--- config.mk ---
export PLATFORM = sky130hd
export DESIGN_NAME = hazard_scoreboard
export DESIGN_NICKNAME = d
export VERILOG_FILES = /design/src/rtl/hazard_scoreboard_pkg.sv /design/src/rtl/hazard_wb_arbiter.sv /design/src/rtl/hazard_scoreboard.sv
export SDC_FILE = /design/constraint.sdc
export NUM_CORES = 1
export LEC_CHECK = 0
export BUFFER_PORTS_ARGS = -buffer_cell sky130_fd_sc_hd__clkbuf_2
export CORE_MARGIN = 5
export CORE_UTILIZATION = 60
export CTS_CLUSTER_DIAMETER = 50
export DETAILED_ROUTE_END_ITERATION = 10
export PLACE_DENSITY_LB_ADDON = 0.1
export SYNTH_ARGS = -nofsm -noshare
export SYNTH_HDL_FRONTEND = slang
export SYNTH_HIERARCHICAL = 1
export SYNTH_SLANG_ARGS = --single-unit
--- constraint.sdc ---
create_clock -name clk -period 3.7 [get_ports clk]
set_clock_uncertainty 0.05 [all_clocks]
set_input_delay 0.555 -clock clk [delete_from_list [all_inputs] [get_ports clk]]
set_output_delay 0.555 -clock clk [all_outputs]
set_load 0.05 [all_outputs]
--- src/rtl/hazard_scoreboard_pkg.sv ---
`default_nettype none
// hazard_scoreboard_pkg -- shared register-index and write-back arbiter definitions (Rev 1.0)
package hazard_scoreboard_pkg;

  localparam int REG_IDX_W   = 6;
  localparam int NUM_REGS    = 1 << REG_IDX_W;
  localparam int FP_BANK_BIT = 0;
  localparam int DENY_CNT_W  = 3;

  typedef logic [REG_IDX_W-1:0] reg_idx_t;

  localparam reg_idx_t REG_ZERO = '0;

  typedef enum logic [1:0] {
    ARB_IDLE   = 2'd0,
    ARB_WAIT   = 2'd1,
    ARB_STARVE = 2'd2
  } arb_state_e;

  // The FP bank has no hardwired zero; only integer R0 is exempt from tracking.
  function automatic logic reg_trackable(input reg_idx_t idx);
    return idx[FP_BANK_BIT] || (idx != REG_ZERO);
  endfunction

endpackage
`default_nettype wire

--- src/rtl/hazard_wb_arbiter.sv ---
`default_nettype none
// hazard_wb_arbiter -- shares the register write port between the fixed-latency pipe
// and the multi-cycle unit, with a starvation guard for the latter (Rev 1.0)
module hazard_wb_arbiter
  import hazard_scoreboard_pkg::*;
#(
  parameter int STARVE_LIM = 4
) (
  input  logic clk,
  input  logic reset,
  input  logic long_done,
  input  logic pipe_wb_req,
  output logic long_ack,
  output logic starve
);

  if (STARVE_LIM < 1 || STARVE_LIM > 7) begin : g_bad_starve_lim
    $error("STARVE_LIM must lie in 1..7 to fit the deny counter");
  end

  localparam logic [DENY_CNT_W-1:0] STARVE_CNT = DENY_CNT_W'(STARVE_LIM);

  arb_state_e            state_q, state_d;
  logic [DENY_CNT_W-1:0] deny_cnt_q, deny_cnt_d;
  logic                  denied;

  always_ff @(posedge clk or posedge reset) begin
    if (reset) begin
      state_q    <= ARB_IDLE;
      deny_cnt_q <= '0;
    end else begin
      state_q    <= state_d;
      deny_cnt_q <= deny_cnt_d;
    end
  end

  always_comb begin
    long_ack   = long_done & ~pipe_wb_req & ~reset;
    denied     = long_done & pipe_wb_req;
    state_d    = state_q;
    deny_cnt_d = deny_cnt_q;
    starve     = (state_q == ARB_STARVE);

    if (long_ack) begin
      state_d    = ARB_IDLE;
      deny_cnt_d = '0;
    end else if (denied) begin
      case (state_q)
        ARB_STARVE: begin
          state_d = ARB_STARVE;
        end
        default: begin
          // The denial seen in IDLE is the first one counted.
          if (state_q == ARB_IDLE) begin
            deny_cnt_d = DENY_CNT_W'(1);
          end else if (deny_cnt_q != '1) begin
            deny_cnt_d = deny_cnt_q + DENY_CNT_W'(1);
          end
          state_d = (deny_cnt_d >= STARVE_CNT) ? ARB_STARVE : ARB_WAIT;
        end
      endcase
    end
  end

endmodule
`default_nettype wire

--- src/rtl/hazard_scoreboard.sv ---
`default_nettype none
// hazard_scoreboard -- register busy tracking, RAW/WAW/long-unit issue interlock and
// register write-port steering (Rev 1.0)
module hazard_scoreboard
  import hazard_scoreboard_pkg::*;
#(
  parameter int PIPE_LAT   = 3,
  parameter int STARVE_LIM = 4
) (
  input  logic                 clk,
  input  logic                 reset,
  input  logic                 IssueValid,
  input  logic [REG_IDX_W-1:0] IssueRs1,
  input  logic [REG_IDX_W-1:0] IssueRs2,
  input  logic                 IssueUsesRs1,
  input  logic                 IssueUsesRs2,
  input  logic                 IssueWritesRd,
  input  logic [REG_IDX_W-1:0] IssueRd,
  input  logic                 IssueLong,
  output logic                 Stall,
  input  logic                 PipeWBReq,
  input  logic [REG_IDX_W-1:0] PipeWBAddr,
  input  logic                 LongDone,
  input  logic [REG_IDX_W-1:0] LongAddr,
  output logic                 LongAck,
  output logic                 RegWBWE,
  output logic [REG_IDX_W-1:0] RegWBAddr,
  output logic                 RegWBSel
);

  if (PIPE_LAT < 1) begin : g_bad_pipe_lat
    $error("PIPE_LAT must be at least 1");
  end

  logic [NUM_REGS-1:0] busy_q, busy_d;
  logic                long_busy_q, long_busy_d;
  logic                starve;
  logic                raw_hit, waw_hit, long_hit;
  logic                accept;

  hazard_wb_arbiter #(
    .STARVE_LIM (STARVE_LIM)
  ) u_wb_arbiter (
    .clk         (clk),
    .reset       (reset),
    .long_done   (LongDone),
    .pipe_wb_req (PipeWBReq),
    .long_ack    (LongAck),
    .starve      (starve)
  );

  // Hazards look only at registered busy state, so a same-cycle write-back
  // releases the stall one cycle later.
  always_comb begin
    raw_hit  = (IssueUsesRs1 & busy_q[IssueRs1]) | (IssueUsesRs2 & busy_q[IssueRs2]);
    waw_hit  = IssueWritesRd & busy_q[IssueRd];
    long_hit = IssueLong & long_busy_q;
    Stall    = ~reset & IssueValid & (raw_hit | waw_hit | long_hit | starve);
    accept   = IssueValid & ~Stall;

    RegWBWE   = ~reset & (PipeWBReq | LongAck);
    RegWBSel  = ~PipeWBReq;
    RegWBAddr = PipeWBReq ? PipeWBAddr : LongAddr;
  end

  // Set is applied after clear so a same-index collision leaves the bit set.
  always_comb begin
    busy_d = busy_q;
    if (RegWBWE) begin
      busy_d[RegWBAddr] = 1'b0;
    end
    if (accept && IssueWritesRd && reg_trackable(IssueRd)) begin
      busy_d[IssueRd] = 1'b1;
    end

    long_busy_d = long_busy_q;
    if (LongAck) begin
      long_busy_d = 1'b0;
    end
    if (accept && IssueLong) begin
      long_busy_d = 1'b1;
    end
  end

  always_ff @(posedge clk or posedge reset) begin
    if (reset) begin
      busy_q      <= '0;
      long_busy_q <= 1'b0;
    end else begin
      busy_q      <= busy_d;
      long_busy_q <= long_busy_d;
    end
  end

endmodule
`default_nettype wire
Yosys cells after proc, flatten, opt, wreduce, memory -nomap -nowiden
Cells that the tools add are included.
Word-level totals
  flip-flop bits (word level): 70
  bits in latches: 0
  bits in writable memories: 0
  bits in read-only memories: 0
  bits of input ports: 39
  output and inout port bits: 10
  logic and storage cells: 75
  memories kept: 0
Cells by class
  add/subtract/negate cells: 1
  multiply operators: 0
  divide/modulo/power cells: 0
  $lt $le $gt $ge: 7
  equality and inequality tests: 3
  shift-type cells: 0
  muxes and demuxes: 27
  bitwise logic cells: 22
  reductions and logical operators: 11
Operator list (count)
  2-to-1 mux 64 bit: 2
  AND 64 bit: 1
  NOT 64 bit: 1
  OR 64 bit: 1
  < comparator 6 x 7 -> 1 bit (second input constant): 4
  2-to-1 mux 3 bit: 8
  binary-select mux 1 bit (select 6 bit): 3
  demux 1 bit (select 6 bit): 2
  >= comparator 6 x 1 -> 1 bit (second input constant): 2
  AND 1 bit: 11
  2-to-1 mux 2 bit: 4
  2-to-1 mux 1 bit: 7
  2-to-1 mux 6 bit: 1
  nonzero test 6 bit: 1
  logical AND 1 bit: 5
  OR 1 bit: 5
  nonzero test 2 bit: 2
  adder 3 x 1 -> 3 bit (second input constant): 1
  >= comparator 3 bit (second input constant): 1
  != test 3 bit (second input constant): 1
  NOT 1 bit: 3
  equality test 2 bit (second input constant): 1
  logical NOT 2 bit: 1
  != test 2 bit (second input constant): 1
  other kinds (2): 2

Longest topological paths before layout
Gate-level depths: netlist (run 1).
  depth in word-level cells: 13
  gate-level depth with buffers: 12
  depth with buffers taken out: 8

By module
The synthesis (run 1) kept the hierarchy.
Modules (own cells, without submodules)
  hazard_scoreboard: instances 1, cells an instance 515, area each 4789.6 um2, seq. area each 1626.6 um2
  hazard_wb_arbiter: instances 1, cells an instance 34, area each 322.8 um2, seq. area each 125.1 um2

Worst setup path after synthesis (run 1)
Ideal clock, no wire load.
  kind: input-to-output
  from: input IssueRs1[1]
  to: output Stall
  arrival: 2.837 ns
  data required time: 3.095 ns
  setup slack: 0.258 ns
  stages on the path: 9
  path buffers: 2
  path through: buf_2 -> buf_2 -> mux4_2 -> nor2b_1 -> a211oi_1 -> o21ai_0 -> nor4_4 -> o21ai_0 -> and3_1
On the way
  cells in the longest elaborated chain, start to end: 8
Ends and longest elaborated chain
  start: declaration: RTL line hazard_scoreboard.sv:13  | input logic [REG_IDX_W-1:0] IssueRs1,
  binary-select mux 1 bit (select 6 bit): RTL line hazard_scoreboard.sv:55  | raw_hit = (IssueUsesRs1 & busy_q[IssueRs1]) | (IssueUsesRs2 & busy_q[IssueRs2]);
  2-to-1 mux 1 bit (implied by the code): RTL line hazard_scoreboard.sv:55
  AND 1 bit: RTL line hazard_scoreboard.sv:55
  OR 1 bit: RTL line hazard_scoreboard.sv:55
  OR 1 bit (3 in series): RTL line hazard_scoreboard.sv:58  | Stall = ~reset & IssueValid & (raw_hit | waw_hit | long_hit | starve);
  AND 1 bit: RTL line hazard_scoreboard.sv:58
  end: declaration: RTL line hazard_scoreboard.sv:20  | output logic Stall,
Every way passes these cells. The select of a mux whose other input is x is not followed.

Final worst setup path (run 1)
Ends and elaborated chain as after synthesis.

==> parameters.txt, run 1 <==
Parameter                              Value

Synthesis
  Syn_nets    589
  Yosys reg bits    70
  Commonest cells in the synthesized netlist    sky130_fd_sc_hd__o21ai_0, sky130_fd_sc_hd__nand2_1, sky130_fd_sc_hd__dfrtp_1
  Proportion of register bits with asynchronous set or reset after synthesis    100%
  Area leader, netlist    sky130_fd_sc_hd__dfrtp_1
  Synth warn    6
  Area share of the largest cell type after synthesis    34.3%
  Number of distinct standard cells referenced by the synthesized netlist    59
  Most frequently used flop master after synthesis    sky130_fd_sc_hd__dfrtp_1
  Cell area after technology mapping    5110 um^2
  Number of flops mapped to enable cells by yosys    0
  Cell types with the largest area share after synthesis    sky130_fd_sc_hd__dfrtp_1, sky130_fd_sc_hd__o21ai_0, sky130_fd_sc_hd__mux4_2
  Part of the Yosys area used for sequential elements    34.3%
  Average size of a mapped cell    9.31 um^2
  Most instantiated library cell after synthesis    sky130_fd_sc_hd__o21ai_0
  Cells after synthesis    549

Routing
  Count of nets left with antenna violations after detail routing    0
  Pre-Repair DR Iteration Count    5
  Avg Vias per Cell    7.25
  Total Wirelength    17.8 mm
  Total DRC errors in the routed layout    0
  WL/cell    25.0 um
  Initial DRC count    657
  Number of vias after detailed routing    5152

CTS
  Latest clock arrival within the worst-skew pair    360 ps
  Clock-pin transition on the worst setup and hold timing paths    90 ps
  Clock tree buffer depth    2
  Maximum level of the CTS H-tree    3
  Clock tree from TritonCTS    done
  Quantity of hold-fixing buffers added after cts    0
  Clock sinks    70
  Clock root buffer    sky130_fd_sc_hd__clkbuf_8
  Number of buffers created by CTS    9

STA
  Clock period minus final worst setup slack    3620 ps
  Pins over their slew limit    0
  Post-route setup TNS    0 ps
  Unrepaired setup endpoints after global routing    false
  Measured slew at the worst slew-check pin    1090 ps
  Maximum achievable frequency    276 MHz
  Worst Setup Slack, final    81.7 ps
  Total setup violations reported at the end of the flow    0
  Final worst hold slack    209 ps
  Final hold violation count    0
  Portion of the clock cycle consumed by the worst path in the final layout    97.8%
  Worst slew margin relative to its limit    27.5%

Pwr
  Maximum VDD drop    0.274 mV
  Design Power    2.49 mW
  Power per Cell Area    431 nW/um^2
  Proportion of power drawn by the clock network    30.1%
  Net switching share of the total power    36.3%
  Gate power share    26.8%
  Static leakage power    2.44 nW
  Power dissipated by switching net loads    0.904 mW
  Sequential share of power    43.1%
  Int Pwr    1.59 mW

GRT
  Gr ovfl total    0
  Vias in the first global route    5014
  Number of antenna violations at the first check in global routing    0
  Maximum number of pins on one net before global-route repair    67
  Overall routing resource usage    35.6%
  Global-route wire length before repair    27.8 mm

Worst setup path
  Crit path arrival time    3010 ps
  Kind of start point of the critical path    input pin
  Max Fanout on Critical Path    5
  Kind of end point of the critical path    output pin
  Reg-to-reg critical path startpoint    busy_q[29]
  Critical register-to-register path endpoint    busy_q[7]
  Req. time, crit path    3090 ps
  Worst Reg2Reg Path Length in Cells    10
  Critical path class    in2out
  R2R setup slack    540 ps

Die
  Die boundary height    102 um
  I/O pins    49
  Horizontal die dimension    102 um
  Initial Utilization    61.9%
  Row cnt    33
  DIE AREA    10500 um^2
  Area of the core    8260 um^2

Final layout
  Cell area after layout    5790 um^2
  Area growth from synthesis to final layout    13.3%
  Ant. Diodes    0
  Share of post-route cells with drive strength above 1    23.8%
  Net count, final    641
  Layout Utilization    70.1%
  Final non-filler cell total    711

Placement
  Dpl ws    38.1 ps
  DP Area    5550 um^2
  Gpl congestion    1.04
  Buffers added on ports    48
  Final HPWL DP    13.0 mm
  Number of placed instances with taps included    694

Status
  Run status    completed

Hold path
  Class of the most critical hold timing path    in2async

Job
  Max_cap viols    0
==> how the worst max path moves through the flow <==
stage | depth (start not counted) | slack, ps | end | from
2_1_floorplan | 9 | 260 | Stall | IssueRs1[1]
3_3_place_gp | 10 | 160 | Stall | IssueRs1[1]
3_5_place_dp | 10 | 40 | Stall | IssueRs1[1]
4_1_cts | 9 | 0.8 | Stall | busy_q[11]
5_1_grt | 9 | 0.8 | Stall | busy_q[4]
6_report | 11 | 80 | Stall | IssueRs1[1]
==> power groups by stage <==
stage / clock [mW] / sequential [mW] / combinational (mW)
after floorplan: 0 / 0.987 / 0.491
after global placement: 0 / 1.06 / 0.628
after detailed placement: 0 / 1.07 / 0.648
after CTS: 0.745 / 1.06 / 0.651
after global routing: 0.782 / 1.08 / 0.726
final: 0.751 / 1.07 / 0.669
==> per-layer routing <==
layer | global-route usage (%) | vias to the layer above | wire (um)
li1 | - | 2185 | -
met5 | 0 | - | 0
met1 | 47.5 | 2479 | 6740
met3 | 9.97 | 66 | 2330
met4 | 15.5 | 0 | 775
met2 | 54.4 | 422 | 7920
==> cells by family after synthesis <==
group,after synthesis,synth area share (%)
buf+inv,54,4.75
compound gates,181,21.3
fa+ha+maj,1,0.245
flops,70,34.3
mux,73,22.4
simple gates,170,17.0
==> sequential cells by signal, summed over array words and instances (netlist names) <==
register	count
long_busy_q	1
u_wb_arbiter/deny_cnt_q	3
busy_q	64
u_wb_arbiter/state_q	2
==> worst max-delay path: stages <==
cell and delay (ps):
sky130_fd_sc_hd__clkbuf_2 200, sky130_fd_sc_hd__buf_4 180, sky130_fd_sc_hd__mux4_2 490, sky130_fd_sc_hd__mux2i_1 170
sky130_fd_sc_hd__mux2_2 180, sky130_fd_sc_hd__nand2_1 50, sky130_fd_sc_hd__a221o_1 360, sky130_fd_sc_hd__nor4_4 280
sky130_fd_sc_hd__o21ai_1 140, sky130_fd_sc_hd__and3_1 200, sky130_fd_sc_hd__buf_2 200
==> timing repair <==
action                                  in CTS  in global routing
gates resized for setup                      0                  5
setup buffers                                0                  1
endpoints found under the setup margin       0                  1
==> cells in the final DEF (no fill, tap or decap), types with 8 or more instances in the layout <==
cell                       synthesis  routed
sky130_fd_sc_hd__buf_4             0      28
sky130_fd_sc_hd__nor2b_1           8       8
sky130_fd_sc_hd__mux2i_1          32      32
sky130_fd_sc_hd__clkbuf_8          0       9
sky130_fd_sc_hd__clkbuf_2          0      46
sky130_fd_sc_hd__mux4_2           27      27
sky130_fd_sc_hd__inv_1            16      15
sky130_fd_sc_hd__dfrtp_1          70      69
sky130_fd_sc_hd__nor2_1           19      19
sky130_fd_sc_hd__o31ai_1          18      18
sky130_fd_sc_hd__nor3_1            9       9
sky130_fd_sc_hd__o21ai_0         123     122
sky130_fd_sc_hd__nand3_1          18      18
sky130_fd_sc_hd__mux2_2           10      10
sky130_fd_sc_hd__nand2_1          74      74
==> final cells by class <==
type,instances,area [um^2]
multi-input combinational,425,3120
fill,672,2470
sequential,70,1750
timing repair buffer,78,490
tap,105,131
clock buffer,9,124
clock inverter,7,105
inverter,17,63.8
Note: power is estimated with default switching activity, not from simulation.
==> run 2: changes to the inputs <==
--- a/config.mk
+++ b/config.mk
@@ -6,7 +6,7 @@
 export NUM_CORES = 1
 export LEC_CHECK = 0
 export BUFFER_PORTS_ARGS = -buffer_cell sky130_fd_sc_hd__clkbuf_2
-export CORE_MARGIN = 5
+export CORE_MARGIN = 4
 export CORE_UTILIZATION = 60
 export CTS_CLUSTER_DIAMETER = 50
 export DETAILED_ROUTE_END_ITERATION = 10
==> run 2 against run 1 <==
First-iteration DRC count grew 7.5%; die area shrank 3.9%; fmax grew 2.3%; sequential power is essentially flat; largest cell class unchanged; highest routed layer unchanged.
==> parameters.txt, run 2 (synthesis gave the netlist of run 1 again) <==
Parameter                              Value

Status
  Run status    completed (unchanged)

Worst setup path
  Buf+Inv Stages, Crit Path    3 (unchanged)
  Req. time, crit path    3090 ps (about the same)
  Max Fanout on Critical Path    14 (was 5)
  Kind of end point of the critical path    output pin (unchanged)
  Critical path class    in2out (unchanged)
  Biggest cell delay along the critical path    430 ps (was 490 ps)
  Slowest library cell on the worst path    sky130_fd_sc_hd__o31ai_1 (was sky130_fd_sc_hd__mux4_2)
  Crit path arrival time    2930 ps (was 3010 ps)
  Critical path's top delay family    simple AND/OR/NAND/NOR gates (was multiplexers)
  Kind of start point of the critical path    input pin (unchanged)
  Ordered cell list for the critical path    clkbuf_2 -> buf_12 -> and4_1 -> a31o_2 -> o31ai_1 -> nand4_1 -> nor3_1 -> o21ai_0 -> and3_1 -> buf_2 (was clkbuf_2 -> buf_4 -> mux4_2 -> mux2i_1 -> mux2_2 -> nand2_1 -> a221o_1 -> nor4_4 -> o21ai_1 -> and3_1 -> buf_2)

Placement
  Number of placed instances with taps included    688 (was 694)
  Dpl ws    52.7 ps (was 38.1 ps)
  DP Area    5520 um^2 (was 5550 um^2)
  Buffers added on ports    48 (unchanged)
  Final HPWL DP    13.0 mm (about the same)
  Gpl congestion    0.984 (was 1.04)

STA
  Portion of the clock cycle consumed by the worst path in the final layout    95.6% (was 97.8%)
  Unrepaired setup endpoints after global routing    false (unchanged)
  Clock period minus final worst setup slack    3540 ps (was 3620 ps)
  Pins over their slew limit    0 (unchanged)
  Worst Setup Slack, final    163 ps (was 81.7 ps)
  Measured slew at the worst slew-check pin    925 ps (was 1090 ps)
  Worst slew margin relative to its limit    38.3% (was 27.5%)
  Maximum achievable frequency    283 MHz (was 276 MHz)
  Post-route setup TNS    0 ps (unchanged)
  Total setup violations reported at the end of the flow    0 (unchanged)
  Final hold violation count    0 (unchanged)

Routing
  Routed length on met3    2.36 mm (was 2.33 mm)
  Total DRC errors in the routed layout    0 (unchanged)
  Initial DRC count    706 (was 657)
  WL/cell    24.6 um (was 25.0 um)
  Number of vias after detailed routing    5000 (was 5152)
  Met2 wire length    7.73 mm (was 7.92 mm)
  Count of nets left with antenna violations after detail routing    0 (unchanged)
  Pre-Repair DR Iteration Count    5 (unchanged)
  Top sig layer    met4 (unchanged)
  Total Wirelength    17.3 mm (was 17.8 mm)
  Avg Vias per Cell    7.09 (was 7.25)
  M1 wire length    6.57 mm (was 6.74 mm)

CTS
  Maximum level of the CTS H-tree    3 (unchanged)
  Number of buffers created by CTS    9 (unchanged)
  Quantity of hold-fixing buffers added after cts    0 (unchanged)
  Clock sinks    70 (unchanged)
  Clock root buffer    sky130_fd_sc_hd__clkbuf_8 (unchanged)
  Latest clock arrival within the worst-skew pair    350 ps (was 360 ps)
  Clock tree from TritonCTS    done (unchanged)
  Clock tree buffer depth    2 (unchanged)
  Clock-pin transition on the worst setup and hold timing paths    90 ps (about the same)

GRT
  Number of antenna violations at the first check in global routing    0 (unchanged)
  Vias in the first global route    5108 (was 5014)
  Maximum number of pins on one net before global-route repair    42 (was 67)
  Overall routing resource usage    36.1% (was 35.6%)
  Gr ovfl total    0 (unchanged)
  Global-route wire length before repair    27.9 mm (was 27.8 mm)

Final layout
  Share of post-route cells with drive strength above 1    22.7% (was 23.8%)
  Max FFs per register    64 (unchanged)
  Leading cell types in the layout, fill and taps excluded    sky130_fd_sc_hd__o21ai_0, sky130_fd_sc_hd__nand2_1, sky130_fd_sc_hd__dfrtp_1, sky130_fd_sc_hd__clkbuf_2, sky130_fd_sc_hd__mux2i_1 (unchanged)
  Top Registers    busy_q: 64 flops, u_wb_arbiter/deny_cnt_q: 3 flops, u_wb_arbiter/state_q: 2 flops (unchanged)
  Cell area after layout    5730 um^2 (was 5790 um^2)
  Leading cell type in the layout, fill and taps excluded    sky130_fd_sc_hd__o21ai_0 (unchanged)
  Final non-filler cell total    705 (was 711)
  Largest register by flop count    busy_q (unchanged)
  Area growth from synthesis to final layout    12.1% (was 13.3%)
  Net count, final    635 (was 641)
  Ant. Diodes    0 (unchanged)

Die
  Row cnt    33 (unchanged)
  Die boundary height    100 um (was 102 um)
  Horizontal die dimension    100 um (was 102 um)
  Initial Utilization    61.9% (unchanged)
  Area of the core    8260 um^2 (unchanged)
  DIE AREA    10100 um^2 (was 10500 um^2)
  I/O pins    49 (unchanged)

Pwr
  Static leakage power    2.40 nW (was 2.44 nW)
  Maximum VDD drop    0.272 mV (was 0.274 mV)
  Power per Cell Area    418 nW/um^2 (was 431 nW/um^2)

Job
  Max_cap viols    0 (unchanged)

Hold path
  Class of the most critical hold timing path    in2async (unchanged)
run 2: worst register-to-register path, delay by kind of cell, from the launching register on:
kind | cells | cell delay (ps)
buffers and inverters | 2 | 600
DFF | 1 | 460
muxes | 2 | 400
AOI/OAI and AO/OA | 3 | 1130
and+or+nand+nor | 3 | 420
run 2: final timing paths:
check	start	to	slack [ps]	depth (start not counted)
min in group clk	IssueLong	long_busy_q	420	3
worst min-delay path	reset	u_wb_arbiter/deny_cnt_q[2]	200	2
worst min register to register	long_busy_q	long_busy_q	470	2
max in group asynchronous	reset	busy_q[46]	2290	3
worst max-delay path	IssueRd[1]	Stall	160	10
worst max register to register	busy_q[20]	busy_q[33]	500	10
run 2: area by class of cell:
cell class | instances | area [um^2]
Clock buffer | 9 | 124
Sequential cell | 70 | 1750
Inverter | 17 | 63.8
Timing Repair Buffer | 72 | 462
Multi-Input combinational cell | 425 | 3120
Clock inverter | 7 | 80.1
Tap cell | 105 | 131
Fill cell | 667 | 2530
run 2: power breakdown:
group          internal (mW)  switching (mW)  leakage, nW
Sequential             0.893           0.175        0.931
Clock                  0.322           0.349        0.103
Combinational          0.301           0.359         1.37
Total                   1.52           0.882         2.40
run 2: timing repair:
action                                  CTS  global route
buffers inserted                          0             1
gates resized for setup                   0             4
endpoints found under the setup margin    0             1
run 2: routing by layer:
layer | vias to the layer above | GRT usage (%)
met5 | - | 0
met4 | 0 | 14.7
met3 | 59 | 10.1
met2 | 386 | 53.7
met1 | 2389 | 50.0
li1 | 2166 | -
run 2: per-stage QoR:
stage | util, % | hold slack, ps | total power [mW]
5_1_grt | 69.4 | 217 | 2.50
3_3_place_gp | 66.8 | 439 | 1.69
4_1_cts | 69.3 | 196 | 2.37
6_report | 69.4 | 201 | 2.40
3_5_place_dp | 66.8 | 450 | 1.71
2_1_floorplan | - | 290 | 1.48
